## config.mk

```make
export PLATFORM = sky130hd
export DESIGN_NAME = immediate_encoder
export DESIGN_NICKNAME = d
export VERILOG_FILES = /design/src/rtl/immediate_encoder.sv
export SDC_FILE = /design/constraint.sdc
export NUM_CORES = 1
export LEC_CHECK = 0
export BUFFER_PORTS_ARGS = -buffer_cell sky130_fd_sc_hd__buf_4
export CORE_MARGIN = 2
export CORE_UTILIZATION = 45
export CTS_CLUSTER_DIAMETER = 80
export CTS_CLUSTER_SIZE = 12
export DETAILED_ROUTE_END_ITERATION = 16
export GPL_ROUTABILITY_DRIVEN = 1
export HOLD_SLACK_MARGIN = 0.1
export PLACE_DENSITY = 0.67
export SLEW_MARGIN = 20
export SYNTH_ARGS = -nofsm -noshare
export SYNTH_HDL_FRONTEND = slang
export SYNTH_SLANG_ARGS = --single-unit
```

## constraint.sdc

```tcl
create_clock -name i_clk -period 5.4 [get_ports i_clk]
set_clock_uncertainty 0.15 [all_clocks]
set_input_delay 0.27 -clock i_clk [delete_from_list [all_inputs] [get_ports i_clk]]
set_output_delay 0.27 -clock i_clk [all_outputs]
set_load 0.05 [all_outputs]
```

## src/rtl/immediate_encoder.sv

```systemverilog
// immediate_encoder: packs RV64 instruction fields and an immediate into a 32-bit instruction word.
// Behind it is a 2-entry output FIFO and a saturating counter of error entries.
// Optional feature macro: IMMEDIATE_RANGE_CHECK_EN. When it is defined, an entry is also
// flagged if the immediate is not representable in the selected format.
// Ports:
//   i_clk, i_rst_n                      clock, asynchronous active-low reset
//   i_valid / o_ready                   request handshake
//   i_type [r,i,s,b,u,j], i_opcode, i_rd, i_rs1, i_rs2, i_funct3, i_funct7, i_imm
//                                       decoded fields
//   o_valid / i_ready                   FIFO head handshake
//   o_inst, o_err                       head instruction word and its error flag
//   o_err_count                         saturating count of flagged entries pushed
module immediate_encoder (
  input  logic        i_clk,
  input  logic        i_rst_n,
  input  logic        i_valid,
  output logic        o_ready,
  input  logic [5:0]  i_type,
  input  logic [6:0]  i_opcode,
  input  logic [4:0]  i_rd,
  input  logic [4:0]  i_rs1,
  input  logic [4:0]  i_rs2,
  input  logic [2:0]  i_funct3,
  input  logic [6:0]  i_funct7,
  input  logic [31:0] i_imm,
  output logic        o_valid,
  input  logic        i_ready,
  output logic [31:0] o_inst,
  output logic        o_err,
  output logic [7:0]  o_err_count
);
  logic [32:0] mem_q [2];
  logic [1:0]  count_q, count_d;
  logic        rd_q, rd_d, wr_q, wr_d;
  logic [7:0]  err_cnt_q, err_cnt_d;
  logic [31:0] inst_d;
  logic        err_d, onehot, range_err, push, pop;
  assign onehot = (i_type != 6'd0) && ((i_type & (i_type - 6'd1)) == 6'd0);
`ifdef IMMEDIATE_RANGE_CHECK_EN
  logic sx11, sx12, sx20;
  assign sx11 = &i_imm[31:11] | ~|i_imm[31:11];
  assign sx12 = &i_imm[31:12] | ~|i_imm[31:12];
  assign sx20 = &i_imm[31:20] | ~|i_imm[31:20];
  assign range_err = ((i_type[4] | i_type[3]) & ~sx11)
                   | (i_type[2] & (i_imm[0] | ~sx12))
                   | (i_type[1] & |i_imm[11:0])
                   | (i_type[0] & (i_imm[0] | ~sx20));
`else
  assign range_err = 1'b0;
`endif
  always_comb begin
    inst_d = !onehot   ? 32'd0 :
             i_type[5] ? {i_funct7, i_rs2, i_rs1, i_funct3, i_rd, i_opcode} :
             i_type[4] ? {i_imm[11:0], i_rs1, i_funct3, i_rd, i_opcode} :
             i_type[3] ? {i_imm[11:5], i_rs2, i_rs1, i_funct3, i_imm[4:0], i_opcode} :
             i_type[2] ? {i_imm[12], i_imm[10:5], i_rs2, i_rs1, i_funct3, i_imm[4:1], i_imm[11], i_opcode} :
             i_type[1] ? {i_imm[31:12], i_rd, i_opcode} :
                         {i_imm[20], i_imm[10:1], i_imm[11], i_imm[19:12], i_rd, i_opcode};
    err_d = !onehot | range_err;
  end
  assign o_ready = count_q != 2'd2;
  assign o_valid = count_q != 2'd0;
  assign push    = i_valid & o_ready;
  assign pop     = o_valid & i_ready;
  assign o_inst  = mem_q[rd_q][32:1];
  assign o_err   = mem_q[rd_q][0];
  always_comb begin
    count_d   = count_q + {1'b0, push} - {1'b0, pop};
    wr_d      = push ? ~wr_q : wr_q;
    rd_d      = pop ? ~rd_q : rd_q;
    err_cnt_d = (push && err_d && err_cnt_q != 8'hFF) ? err_cnt_q + 8'd1 : err_cnt_q;
  end
  always_ff @(posedge i_clk or negedge i_rst_n) begin
    if (!i_rst_n) begin
      count_q   <= 2'd0;
      rd_q      <= 1'b0;
      wr_q      <= 1'b0;
      err_cnt_q <= 8'd0;
      mem_q[0]  <= 33'd0;
      mem_q[1]  <= 33'd0;
    end else begin
      count_q   <= count_d;
      rd_q      <= rd_d;
      wr_q      <= wr_d;
      err_cnt_q <= err_cnt_d;
      if (push) mem_q[wr_q] <= {inst_d, err_d};
    end
  end
  assign o_err_count = err_cnt_q;
endmodule

```

== After elaboration in Yosys (flattened, before gate mapping) ==
Index checks and enable logic that the tools add are counted.
Operators by class
  reduce and logical (&&, ||, !) cells: 8
  bitwise logic cells: 7
  multiplexer cells: 12
  add/subtract/negate cells: 4
  $lt $le $gt $ge: 3
  eq/ne operators: 2
Operators with widths (number)
  $mux W32: 6
  $mux W33: 4
  $bwmux W66: 1
  $demux W33 S1: 1
  $add A8 B1 Y8 const B: 1
  $ne A8 B8 Y1 const B: 1
  $and A6 B6 Y6: 1
  $logic_not A6 Y1: 1
  $reduce_bool A6 Y1: 1
  $sub A6 B1 Y6 const B: 1
  $ge A2 B2 Y1 const B: 2
  $logic_and A1 B1 Y1: 4
  $not A1 Y2: 2
  $add A2 B1 Y2: 1
  $and A1 B1 Y1: 2
  $lt A2 B1 Y1 const B: 1
  $ne A2 B2 Y1 const B: 1
  $not A1 Y1: 2
  $reduce_bool A2 Y1: 1
  $sub A2 B1 Y2: 1
  $logic_not A1 Y1: 1
Word-level totals
  register bits: 78
  word-level logic and storage cells: 42
  output and inout port bits: 43
  input bits: 74

== Logic depth before layout (Yosys ltp) ==
Gate-level depths: netlist (run 1).
  word-level depth: 7
  depth in mapped cells: 9
  depth with buffers taken out: 7

== Least setup slack after synthesis (run 1) ==
OpenSTA, ideal clock, no wires.
  path kind: reg-to-reg
  from: register count_q[0]
  to: register mem_q[61] (netlist bit)
  required time: 5.125 ns
  setup slack: 3.185 ns
  arrival time: 1.940 ns
  clock period less this slack: 2.215 ns
  setup time: 0.125 ns
  stages on the path, launching flop included: 6
  cells stage by stage: dfrtp_1 > nand2b_1 > nand2_1 > nor2_1 > clkbuf_1 > mux2_2
On the way
  word-level cells in the longest chain between the ends: 2
Ends and longest elaborated chain
  from (decl): RTL line 33  | logic [1:0] count_q, count_d;
  from (signal assigned): RTL line 82  | count_q <= count_d;
  $ne A2 B2 Y1: RTL line 61  | assign o_ready = count_q != 2'd2;
  net o_ready: RTL line 17  | output logic o_ready,
  $and A1 B1 Y1: RTL line 63  | assign push = i_valid & o_ready;
  to (signal, indexed assignment): RTL line 86  | if (push) mem_q[wr_q] <= {inst_d, err_d};
  to (decl): RTL line 32  | logic [32:0] mem_q [2];
The timed path passes the listed nets, and every way through them passes these cells.
A chain may end at the register's enable or synchronous reset.

== Worst setup path in the final report (run 1) ==
  from: register rd_q
  to: output o_inst[21]
On the way
  word-level cells in the longest chain between the ends: 4
Ends and longest elaborated chain
  from (decl): RTL line 34  | logic rd_q, rd_d, wr_q, wr_d;
  from (signal assigned): RTL line 83  | rd_q <= rd_d;
  $not A1 Y2 (not written as such): RTL line 65  | assign o_inst = mem_q[rd_q][32:1];
  $mux W33 (3 in a row)
  to (decl): RTL line 28  | output logic [31:0] o_inst,
Every way passes these cells. The select of a mux whose other input is x is not followed.

==> impl_summary.log, run 1 <==
INFO  metric outcome = finished clean
INFO  metric ys_seq_elements = 78
INFO  metric worst-setup-path-type = flip-flop to primary output
INFO  metric placed_cells = between 600 and 700
INFO  metric cts_tree = built
INFO  metric rsz0062_at_grt = no
INFO  metric worstPathArrival = 1.99 ns
INFO  metric vias_per_cell = roughly 5.4
INFO  metric fp.dieH = 101 µm
INFO  metric post_synth_main_area_contributors = dfrtp_1 (46%), mux2_2 (13%), nand2_1 (6.6%)
INFO  metric total_number_of_nets_in_the_final_design = 594
INFO  metric ant_nets = 0
INFO  metric mostFrequentLayoutCell = buf_4
INFO  metric fp.coreArea = 9150 µm²
INFO  metric finalCritPeriodShare = 44.5%
INFO  metric worstPathMaxFanout = 28
INFO  metric syn-instance-count = 411
INFO  metric n_antenna_cell = 0
INFO  metric biggest_cell_delay_along_the_critical_path = ~0.57 ns
INFO  metric met2WireLength = 4850 µm
INFO  metric final_core_util = 58.3%
INFO  metric synth_warnings = 0
INFO  metric total_routing_usage_reported_by_global_routing = between 20% and 30%
INFO  metric worst_slew_margin_rel = 24.0%
INFO  metric clkSlewWorstSetupHoldPaths = 0.09 ns
INFO  metric cp_common_cell = buf_4
INFO  metric final_max_slew_viol_count = 0
INFO  metric tritoncts.num_buffers = 9
INFO  metric clock_sinks = around 80
INFO  metric proportion_of_synthesized_chip_area_in_sequential_cells = 46.4%
INFO  metric worstHoldPathType = primary input to flip-flop
INFO  metric drt-total-wl = between 10000 and 15000 µm
INFO  metric num_vias = ~3400
INFO  metric boundaryPins = between 100 and 150
INFO  metric hp-start = i_rd[1]
INFO  metric drive_above_1_share = 36.6%
INFO  metric number_of_hold_violations_in_the_final_report = 0
INFO  metric io_buffers = 116
INFO  metric final_cells = approximately 630
INFO  metric cts_max_level = 3
INFO  metric first_pass_grt_wire_length = ~17000 µm
INFO  metric hold_path_end = mem_q[9]$_DFFE_PN0P_
INFO  metric cellLeakagePower = 2.53 nW
INFO  metric avgRoutedWirePerCell = 16.7 µm
INFO  metric synthDistinctLibCells = 38
INFO  metric setup.reg_to_reg.worst_slack = 3.07 ns
INFO  metric final-setup-viol-count = 0
INFO  metric met1Wirelength = 4890 µm
INFO  metric routed-wl-met3 = 681 µm
INFO  metric post-route-drc-count = 0
INFO  metric final.fill_count = between 800 and 900
INFO  metric period_minus_slack = 2.41 ns
INFO  metric layout.area.seq = 1950 µm²
INFO  metric total_negative_slack_for_setup_checks = 0 ns
INFO  metric grt_antenna_before_repair = 0
INFO  metric worstSetupStartpointType = flip-flop
INFO  metric critical-path-slowest-cell = dfrtp_1
INFO  metric dieArea = about 10000 µm²
INFO  metric detail_route.first_pass.iterations = 4
INFO  metric initial_core_utilization = between 40% and 50%
INFO  metric crit-reg2reg-launch = count_q[1]$_DFF_PN0_
INFO  metric die_width = 101 µm
INFO  metric final_hpwl_dp = 7140 µm
INFO  metric peakVddDrop = approximately 0.00026 V
INFO  metric timing.critical_path.cells = buf_4 > mux2_2 > buf_4
INFO  metric top_layer_used = met4
INFO  metric r2r_cells = 4
INFO  metric grt_max_degree = 79
INFO  metric most-common-layout-cells = buf_4 (116), dfrtp_1 (78), nand2_1 (74)
INFO  metric min_path_cells = 3
INFO  metric worstReg2RegEnd = mem_q[61]$_DFFE_PN0P_
INFO  metric worstSetupEndpointType = primary output
INFO  metric power-per-cell-area = 422 nW/µm²
INFO  metric multi_input_area = 2070 µm²
INFO  metric placement.setup.worst_slack = 2.93 ns
INFO  metric worst_slew_pin_slew = between 1 and 1.5 ns
INFO  metric synth_area_leader_cell = dfrtp_1
INFO  metric gr-total-overflow = 0
INFO  metric drt_iter0_markers = between 150 and 200
INFO  metric achievable-frequency = just over 400 MHz
INFO  metric number_of_global_route_vias_before_repair = 3300
INFO  metric finalPower = 2.25 mW
INFO  metric ctsRootBufferMaster = clkbuf_8
INFO  metric cp.required = 4.98 ns
INFO  metric netlist_area = 4210 µm²
INFO  metric clk-insertion-delay-late = 0.35 ns
INFO  metric routability_cong = 0.807
INFO  metric post_cts_resize_count = 0
INFO  metric postLayoutSetupSlackWorst = 2.99 ns
INFO  metric area_growth_syn_to_layout = 26.8%
INFO  metric max_cap_viol_count = 0
INFO  metric yosys.area.top_type_share = 46.4%
INFO  metric cts-root-to-sink-buffers = 2
INFO  metric syn-mean-instance-area = 10.2 µm²
INFO  metric core.rowCount = 35
INFO  metric postSynthNetCount = roughly 490
[critical path: cells and delay by family (launching register included)]
kind,cells,cell delay [ns]
flops,1,0.57
mux,1,0.40
buf+inv,2,0.64
[cell type report]
class / count / share of cell area [%]
clock buffer: 9 / 2.32
clock inverter: 7 / 1.15
inverter: 6 / 0.422
multi-input combinational: 296 / 38.7
sequential: 78 / 36.6
tap: 111 / 2.60
timing repair buffer: 126 / 18.2
[routing by layer]
metal	up-vias	GRT usage [%]
met1	1637	29.1
met4	0	7.27
met2	116	33.1
li1	1663	-
met5	-	0
met3	13	4.30
[how the worst max path moves through the flow]
stage / from / endpoint / slack, ns / cells past startpoint
after detailed placement: i_type[5] / mem_q[2]$_DFFE_PN0P_ / 2.93 / 6
after global placement: i_type[5] / mem_q[36]$_DFFE_PN0P_ / 3.03 / 6
final: rd_q$_DFFE_PN0P_ / o_inst[21] / 2.99 / 3
after global routing: rd_q$_DFFE_PN0P_ / o_inst[22] / 2.93 / 3
after floorplan: count_q[0]$_DFF_PN0_ / mem_q[61]$_DFFE_PN0P_ / 3.19 / 5
after CTS: rd_q$_DFFE_PN0P_ / o_inst[7] / 2.99 / 3
[cell families after synthesis]
| group | Yosys count | synth area share [%] |
|---|---|---|
| and+or+nand+nor | 130 | 14.7 |
| DFF | 78 | 46.4 |
| AOI/OAI and AO/OA | 77 | 11.8 |
| muxes | 75 | 19.3 |
| buffers and inverters | 37 | 4.64 |
| xor gates and xnor gates | 11 | 2.29 |
| adders and majority gates | 3 | 0.892 |
[report_power, final]
| group | leakage (nW) | switching, mW | internal, mW | total, mW |
|---|---|---|---|---|
| registers | 1.05 | 0.0953 | 0.713 | 0.809 |
| logic | 1.39 | 0.658 | 0.364 | 1.02 |
| clock network | 0.0888 | 0.247 | 0.176 | 0.423 |
| total | 2.53 | 1.00 | 1.25 | 2.25 |
[synth_stat cells]
cell type and count:
nor3_1 3, ha_1 3, nand4b_1 3, nor3_2 1, o31ai_1 36, buf_6 6, nor2_1 21, xor2_1 2
buf_4 2, clkbuf_1 20, a22oi_1 1, buf_2 3, nor3b_2 1, nand3_1 10, mux2_1 1, nand2_4 1
a221oi_1 1, and2_4 1, mux2i_1 25, and3_1 2, and2_1 1, and4_1 1, inv_1 6, nand3b_1 1
xnor2_1 9, nand2_1 74, a211o_1 1, nor2b_1 3, o21ai_0 22, mux2_2 49, nor4_4 1, dfrtp_1 78
a21oi_1 14, or2_2 2, nor4b_4 1, or3_1 1, a32o_1 2, nand2b_1 2
[flip-flops by register name (all words and copies together), names as in the netlist]
register and flops:
wr_q 1, rd_q 1, o_err_count 8, mem_q 66, count_q 2
[metrics by stage]
stage | hold slack [ns] | instance area [µm²]
detailed placement | 0.311 | 5060
floorplan | -0.176 | 4210
global placement | 0.304 | 5060
global route | 0.140 | 5340
finish | 0.131 | 5340
CTS | 0.124 | 5340
[timing repair]
item                      4_1_cts  5_1_grt
hold endpoints to repair       93        0
setup buffers                   0        0
hold buffers                    9        0
(Power assumes the default switching activity.)
==> run 2: changes to the inputs <==
--- a/config.mk
+++ b/config.mk
@@ -13,7 +13,7 @@
 export DETAILED_ROUTE_END_ITERATION = 16
 export GPL_ROUTABILITY_DRIVEN = 1
 export HOLD_SLACK_MARGIN = 0.1
-export PLACE_DENSITY = 0.67
+export PLACE_DENSITY = 0.7
 export SLEW_MARGIN = 20
 export SYNTH_ARGS = -nofsm -noshare
 export SYNTH_HDL_FRONTEND = slang
==> constraint.sdc (replaced) <==
create_clock -name i_clk -period 1.93 [get_ports i_clk]
set_clock_uncertainty 0.15 [all_clocks]
set_input_delay 0.0965 -clock i_clk [delete_from_list [all_inputs] [get_ports i_clk]]
set_output_delay 0.0965 -clock i_clk [all_outputs]
set_load 0.05 [all_outputs]
==> run 2 against run 1 <==
Compared with the run above: wire length up 6.6%; highest routed layer unchanged; sequential cell count unchanged; critical endpoint is now mem_q[56]$_DFFE_PN0P_; final cell count up 10%; critical path type is now primary input to flip-flop; core utilization up 7.7 points; sequential power rose to 2.8 times the previous value; combinational power rose to 3.1 times the previous value; critical path depth up 3; first-iteration DRC count down 20%; largest cell class unchanged; worst setup slack worse by 2.9 ns.
==> impl_summary.log, run 2 (same netlist as run 1, synthesis figures left out) <==
INFO  metric worstPathArrival = 1.96 ns
INFO  metric worstSetupEndpointType = flip-flop
INFO  metric boundaryPins = 117
INFO  metric first_pass_grt_wire_length = ~18000 µm
INFO  metric worstSetupStartpointType = primary input
INFO  metric critPathTopFamily = buffers and inverters
INFO  metric finalPower = 6.83 mW
INFO  metric achievable-frequency = 540 MHz
INFO  metric worst-setup-path-type = primary input to flip-flop
INFO  metric registers.top_by_ff_count = mem_q
INFO  metric ctsRootBufferMaster = clkbuf_8
INFO  metric avgRoutedWirePerCell = around 16 µm
INFO  metric crit-reg2reg-launch = count_q[0]$_DFF_PN0_
INFO  metric global_route.usage.met1 = 30.3%
INFO  metric worst_slew_pin_slew = 0.542 ns
INFO  metric ant_nets = 0
INFO  metric routability_cong = about 0.79
INFO  metric finalCritPeriodShare = 95.9%
INFO  metric gr-total-overflow = 0
INFO  metric total_negative_slack_for_setup_checks = 0 ns
INFO  metric grt_max_degree = 51
INFO  metric detail_route.first_pass.iterations = 4
INFO  metric core.rowCount = 35
INFO  metric placed_cells = 627
INFO  metric grt.busiest_layer = met2
INFO  metric final_hpwl_dp = 7520 µm
INFO  metric worst_slew_margin_rel = 63.6%
INFO  metric drt_iter0_markers = 154
INFO  metric total_routing_usage_reported_by_global_routing = 22.8%
INFO  metric worstPathMaxFanout = 9
INFO  metric cts_max_level = 3
INFO  metric rsz0062_at_grt = no
INFO  metric clkSlewWorstSetupHoldPaths = 0.09 ns
INFO  metric grt_antenna_before_repair = 0
INFO  metric most-common-layout-cells = buf_4 (133), dfrtp_1 (75), nand2_1 (74)
INFO  metric total_number_of_nets_in_the_final_design = 659
INFO  metric max_cap_viol_count = 0
INFO  metric dieArea = 10100 µm²
INFO  metric die_width = ~100 µm
INFO  metric final-setup-viol-count = 0
INFO  metric met2_usage = 37.1%
INFO  metric vias_per_cell = around 5.4
INFO  metric outcome = finished clean
INFO  metric initial_core_utilization = 46.0%
INFO  metric peakVddDrop = 0.000919 V
INFO  metric cp_common_cell = dlygate4sd3_1
INFO  metric cts-root-to-sink-buffers = 2
INFO  metric number_of_hold_violations_in_the_final_report = 0
INFO  metric fp.dieH = 101 µm
INFO  metric final_max_slew_viol_count = 0
INFO  metric cp.required = 2.04 ns
INFO  metric critical_path.n_buffers_inverters = 3
INFO  metric period_minus_slack = 1.85 ns
INFO  metric crit_start = i_type[5]
INFO  metric final.fill_count = between 700 and 800
INFO  metric fin_hold_ws = 0.108 ns
INFO  metric mostFrequentLayoutCell = buf_4
INFO  metric worstHoldPathType = primary input to async pin
INFO  metric final_cells = 698
INFO  metric power-per-cell-area = 1130 nW/µm²
INFO  metric flip_flop_count_of_the_largest_register_after_layout = 66
INFO  metric number_of_global_route_vias_before_repair = 3713
INFO  metric cts_tree = built
INFO  metric num_vias = 3761
INFO  metric io_buffers = 116
INFO  metric n_antenna_cell = 0
INFO  metric area_growth_syn_to_layout = 43.4%
INFO  metric timing.critical_path.cells = buf_4 > dlygate4sd3_1 > a21oi_1 > dlygate4sd3_1 > o21ai_0 > o31ai_1
INFO  metric tritoncts.num_buffers = 9
INFO  metric clock_sinks = 78
INFO  metric drt-total-wl = 11300 µm
INFO  metric biggest_cell_delay_along_the_critical_path = 0.65 ns
INFO  metric critical-path-slowest-cell = dlygate4sd3_1
INFO  metric clk-insertion-delay-late = approximately 0.36 ns
INFO  metric met3_usage = 4.30%
INFO  metric fp.coreArea = 9150 µm²
INFO  metric post-route-drc-count = 0
INFO  metric drive_above_1_share = 37.1%
INFO  metric cellLeakagePower = between 2 and 3 nW
## run 2: cell count changes in the layout (fill, tap and decap cells not counted), sizes merged
cell	before	now
inv	10	7
buf	117	137
clkinv	1	2
bufinv	0	2
dlygate4sd3	9	54
## run 2: layer usage
metal | up-vias | routed length, µm
li1 | 1795 | -
met1 | 1823 | 4950
met2 | 129 | 5440
met3 | 14 | 697
met4 | 0 | 187
met5 | - | 0
## run 2: what timing repair did
item	CTS	global route
endpoints found under the setup margin	0	6
resized for setup	0	3
hold buffers	54	0
setup buffers	0	1
hold endpoints to repair	140	0
## run 2: path summary, 6_finish.rpt
kind | end | slack (ns) | cells past startpoint
worst max-delay path | mem_q[56]$_DFFE_PN0P_ | 0.08 | 6
worst min-delay path | mem_q[51]$_DFFE_PN0P_ | 0.11 | 2
worst max register to register | count_q[1]$_DFF_PN0_ | 0.10 | 7
worst min register to register | mem_q[12]$_DFFE_PN0P_ | 0.32 | 2
max in group asynchronous | mem_q[38]$_DFFE_PN0P_ | 0.96 | 3
min in group i_clk | mem_q[65]$_DFFE_PN0P_ | 0.11 | 3
## run 2: worst reg2reg max path, stage by stage (launching register included)
cell,delay [ns]
dfrtp_1,0.40
or2_4,0.26
and2_4,0.17
ha_4,0.26
inv_1,0.03
ha_1,0.17
xnor2_1,0.19
xnor2_1,0.13
## run 2: power breakdown
part	internal, mW	leakage, nW	switching (mW)
clock	0.732	0.106	0.647
sequential	2.00	1.05	0.247
combinational	1.26	1.69	1.94
total	4.00	2.84	2.83
## run 2: layout make-up
| type | instances | area [µm²] | area share [%] |
|---|---|---|---|
| Clock buffer | 9 | 124 | 2.05 |
| Clock inverter | 7 | 97.6 | 1.62 |
| Inverter | 6 | 22.5 | 0.373 |
| Multi-Input combinational cell | 296 | 2090 | 34.6 |
| Sequential cell | 78 | 1960 | 32.4 |
| Tap cell | 111 | 139 | 2.30 |
| Timing Repair Buffer | 191 | 1610 | 26.7 |
## run 2: stage by stage
step	util (%)	worst slack, ns	instance area [µm²]
4_1_cts	65.7	0.0131	6010
3_3_place_gp	57.4	0.0989	5250
3_5_place_dp	57.4	0.0336	5250
6_report	66.0	0.0789	6040
2_1_floorplan	-	0.00848	4230
5_1_grt	66.0	0.0150	6040
==> run 3: changes to the inputs <==
--- a/config.mk
+++ b/config.mk
@@ -6,14 +6,16 @@
 export NUM_CORES = 1
 export LEC_CHECK = 0
 export BUFFER_PORTS_ARGS = -buffer_cell sky130_fd_sc_hd__buf_4
+export CELL_PAD_IN_SITES_DETAIL_PLACEMENT = 1
+export CELL_PAD_IN_SITES_GLOBAL_PLACEMENT = 2
 export CORE_MARGIN = 2
-export CORE_UTILIZATION = 45
+export CORE_UTILIZATION = 29
 export CTS_CLUSTER_DIAMETER = 80
 export CTS_CLUSTER_SIZE = 12
 export DETAILED_ROUTE_END_ITERATION = 16
 export GPL_ROUTABILITY_DRIVEN = 1
 export HOLD_SLACK_MARGIN = 0.1
-export PLACE_DENSITY = 0.7
+export PLACE_DENSITY = 0.73
 export SLEW_MARGIN = 20
 export SYNTH_ARGS = -nofsm -noshare
 export SYNTH_HDL_FRONTEND = slang
==> run 3 against run 2 <==
Compared with the run above: combinational power increased by 2%; global-route usage decreased by 5.7 points; sequential share of layout area decreased by 0.52 points; cell area is 1.6% higher; non-clock buffer count fell by 11; sequential power about the same; first-iteration DRC count down 9.1%; die area increased by 53%; power rose by 8.4%; critical path depth increased by 1.
==> impl_summary.log, run 3 (same netlist as run 1, synthesis figures left out) <==
INFO  metric total_number_of_nets_in_the_final_design = 648
INFO  metric finalPower = 7.40 mW
INFO  metric timing.critical_path.cells = nand2b_2 > nand2_1 > ha_1 > inv_1 > ha_2 > xnor2_2 > xnor2_1
INFO  metric multi_input_area = 2100 µm²
INFO  metric clock_sinks = a little under 80
INFO  metric finalCritPeriodShare = about 96%
INFO  metric io_buffers = approximately 120
INFO  metric initial_core_utilization = 29.3%
INFO  metric vias_per_cell = 4.85
INFO  metric final_hpwl_dp = ~9000 µm
INFO  metric fp.coreArea = between 10000 and 15000 µm²
INFO  metric internal_power = 4.45 mW
INFO  metric power.switching = between 2 and 3 mW
INFO  metric clkSlewWorstSetupHoldPaths = 0.06 ns
INFO  metric worst_slew_pin_slew = about 0.54 ns
INFO  metric pwr-share-seq = 30.7%
INFO  metric cp.required = just over 2 ns
INFO  metric ant_nets = 0
INFO  metric achievable-frequency = 538 MHz
INFO  metric avgRoutedWirePerCell = 17.1 µm
INFO  metric gr-total-overflow = 0
INFO  metric worstSetupStartpointType = flip-flop
INFO  metric mostFrequentLayoutCell = buf_4
INFO  metric first_pass_grt_wire_length = 21000 µm
INFO  metric cts_tree = built
INFO  metric final_cells = between 700 and 800
INFO  metric total_routing_usage_reported_by_global_routing = 17.1%
INFO  metric most-common-layout-cells = buf_4 (133), dfrtp_1 (75), nand2_1 (74)
INFO  metric placed_cells = 700
INFO  metric fp.dieH = 124 µm
INFO  metric layout.area.seq = approximately 2000 µm²
INFO  metric r2r_cells = 7
INFO  metric total_negative_slack_for_setup_checks = 0 ns
INFO  metric cts-root-to-sink-buffers = 2
INFO  metric die_width = 124 µm
INFO  metric final.fill_count = 1584
INFO  metric boundaryPins = 117
INFO  metric placement.setup.worst_slack = -0.171 ns
INFO  metric area_growth_syn_to_layout = 45.8%
INFO  metric setup.reg_to_reg.worst_slack = 0.07 ns
INFO  metric post-route-drc-count = 0
INFO  metric tritoncts.num_buffers = 9
INFO  metric share_of_power_burned_in_the_clock_network = between 20% and 30%
INFO  metric worstHoldPathType = primary input to flip-flop
INFO  metric final_max_slew_viol_count = 0
INFO  metric crit-reg2reg-launch = count_q[0]$_DFF_PN0_
INFO  metric peakVddDrop = around 0.00086 V
INFO  metric comb_power_share = 43.9%
INFO  metric final-setup-viol-count = 0
INFO  metric crit_start = count_q[0]$_DFF_PN0_
INFO  metric drive_above_1_share = 37.8%
INFO  metric routability_cong = 0.798
INFO  metric period_minus_slack = 1.86 ns
INFO  metric power-per-cell-area = 1210 nW/µm²
INFO  metric ctsRootBufferMaster = clkbuf_16
INFO  metric biggest_cell_delay_along_the_critical_path = 0.40 ns
INFO  metric postLayoutSetupSlackWorst = 0.0711 ns
INFO  metric worstSetupEndpoint = count_q[1]$_DFF_PN0_
INFO  metric detail_route.first_pass.iterations = 4
INFO  metric worstPathArrival = between 1.5 and 2 ns
INFO  metric drt-total-wl = ~13000 µm
INFO  metric n_antenna_cell = 0
INFO  metric grt_max_degree = 51
INFO  metric number_of_global_route_vias_before_repair = 4018
INFO  metric flip_flop_count_of_the_largest_register_after_layout = 66
INFO  metric worstPathMaxFanout = 5
INFO  metric place_area = 5360 µm²
INFO  metric grt_antenna_before_repair = 0
INFO  metric worstSetupEndpointType = flip-flop
INFO  metric drt_iter0_markers = 140
INFO  metric worst-setup-path-type = flip-flop to flip-flop
INFO  metric clk-insertion-delay-late = between 0.3 and 0.4 ns
INFO  metric hp-start = i_rs2[3]
INFO  metric cellLeakagePower = approximately 2.9 nW
INFO  metric registers.top_by_ff_count = mem_q
INFO  metric cts_max_level = 3
INFO  metric swShare = 39.8%
INFO  metric dieArea = between 15000 and 20000 µm²
INFO  metric outcome = finished clean
INFO  metric fin_hold_ws = 0.0936 ns
INFO  metric core.rowCount = 44
INFO  metric worstReg2RegEnd = count_q[1]$_DFF_PN0_
INFO  metric worst_slew_margin_rel = between 60 and 70%
INFO  metric max_cap_viol_count = 0
INFO  metric final_core_util = about 43%
INFO  metric final_instance_area = between 6000 and 7000 µm²
INFO  metric critical-path-slowest-cell = dfrtp_1
INFO  metric num_vias = ~3700
INFO  metric number_of_hold_violations_in_the_final_report = 0
## run 3: critical path: cells and delay by family, from the launching register on
kind | cells | cell delay (ns)
XOR/XNOR | 2 | 0.25
buffers and inverters | 1 | 0.06
adder cells (fa/ha/maj) | 2 | 0.46
flip-flops | 1 | 0.40
AND/OR/NAND/NOR | 2 | 0.45
## run 3: how the worst min path moves through the flow
stage                       endpoint  slack, ns  cells after the start
2_1_floorplan   count_q[0]$_DFF_PN0_      -0.35                      0
3_3_place_gp   mem_q[15]$_DFFE_PN0P_      -0.05                      1
3_5_place_dp   mem_q[48]$_DFFE_PN0P_      -0.04                      1
4_1_cts        mem_q[31]$_DFFE_PN0P_       0.10                      5
5_1_grt        mem_q[24]$_DFFE_PN0P_       0.13                      5
6_report       mem_q[24]$_DFFE_PN0P_       0.09                      5
## run 3: cell type report
type                            instances  area share (%)
Clock buffer                           11            3.95
Clock inverter                          5            1.32
Inverter                                6           0.367
Multi-Input combinational cell        296            34.2
Sequential cell                        78            31.9
Tap cell                              184            3.75
Timing Repair Buffer                  180            24.6
## run 3: power by group through the flow
stage,combinational [mW],clock (mW),sequential [mW]
final,3.25,1.88,2.27
after global routing,3.47,2.00,2.34
after CTS,3.26,1.93,2.28
after detailed placement,3.15,0,2.30
after global placement,3.10,0,2.28
after floorplan,1.94,0,2.43
## run 3: per-layer routing
metal,vias up,share of wire [%],GRT usage [%]
li1,1764,-,-
met1,1831,42,20.3
met2,79,52,29.9
met3,14,5.2,5.24
met4,0,1.1,4.43
met5,-,0,0
## run 3: what timing repair did
action,4_1_cts,5_1_grt
gates cloned,0,0
endpoints found under the hold margin,134,0
resized for setup,1,4
setup endpoints to repair,1,16
setup buffers,1,0
pin swaps,2,2
hold buffers,43,0
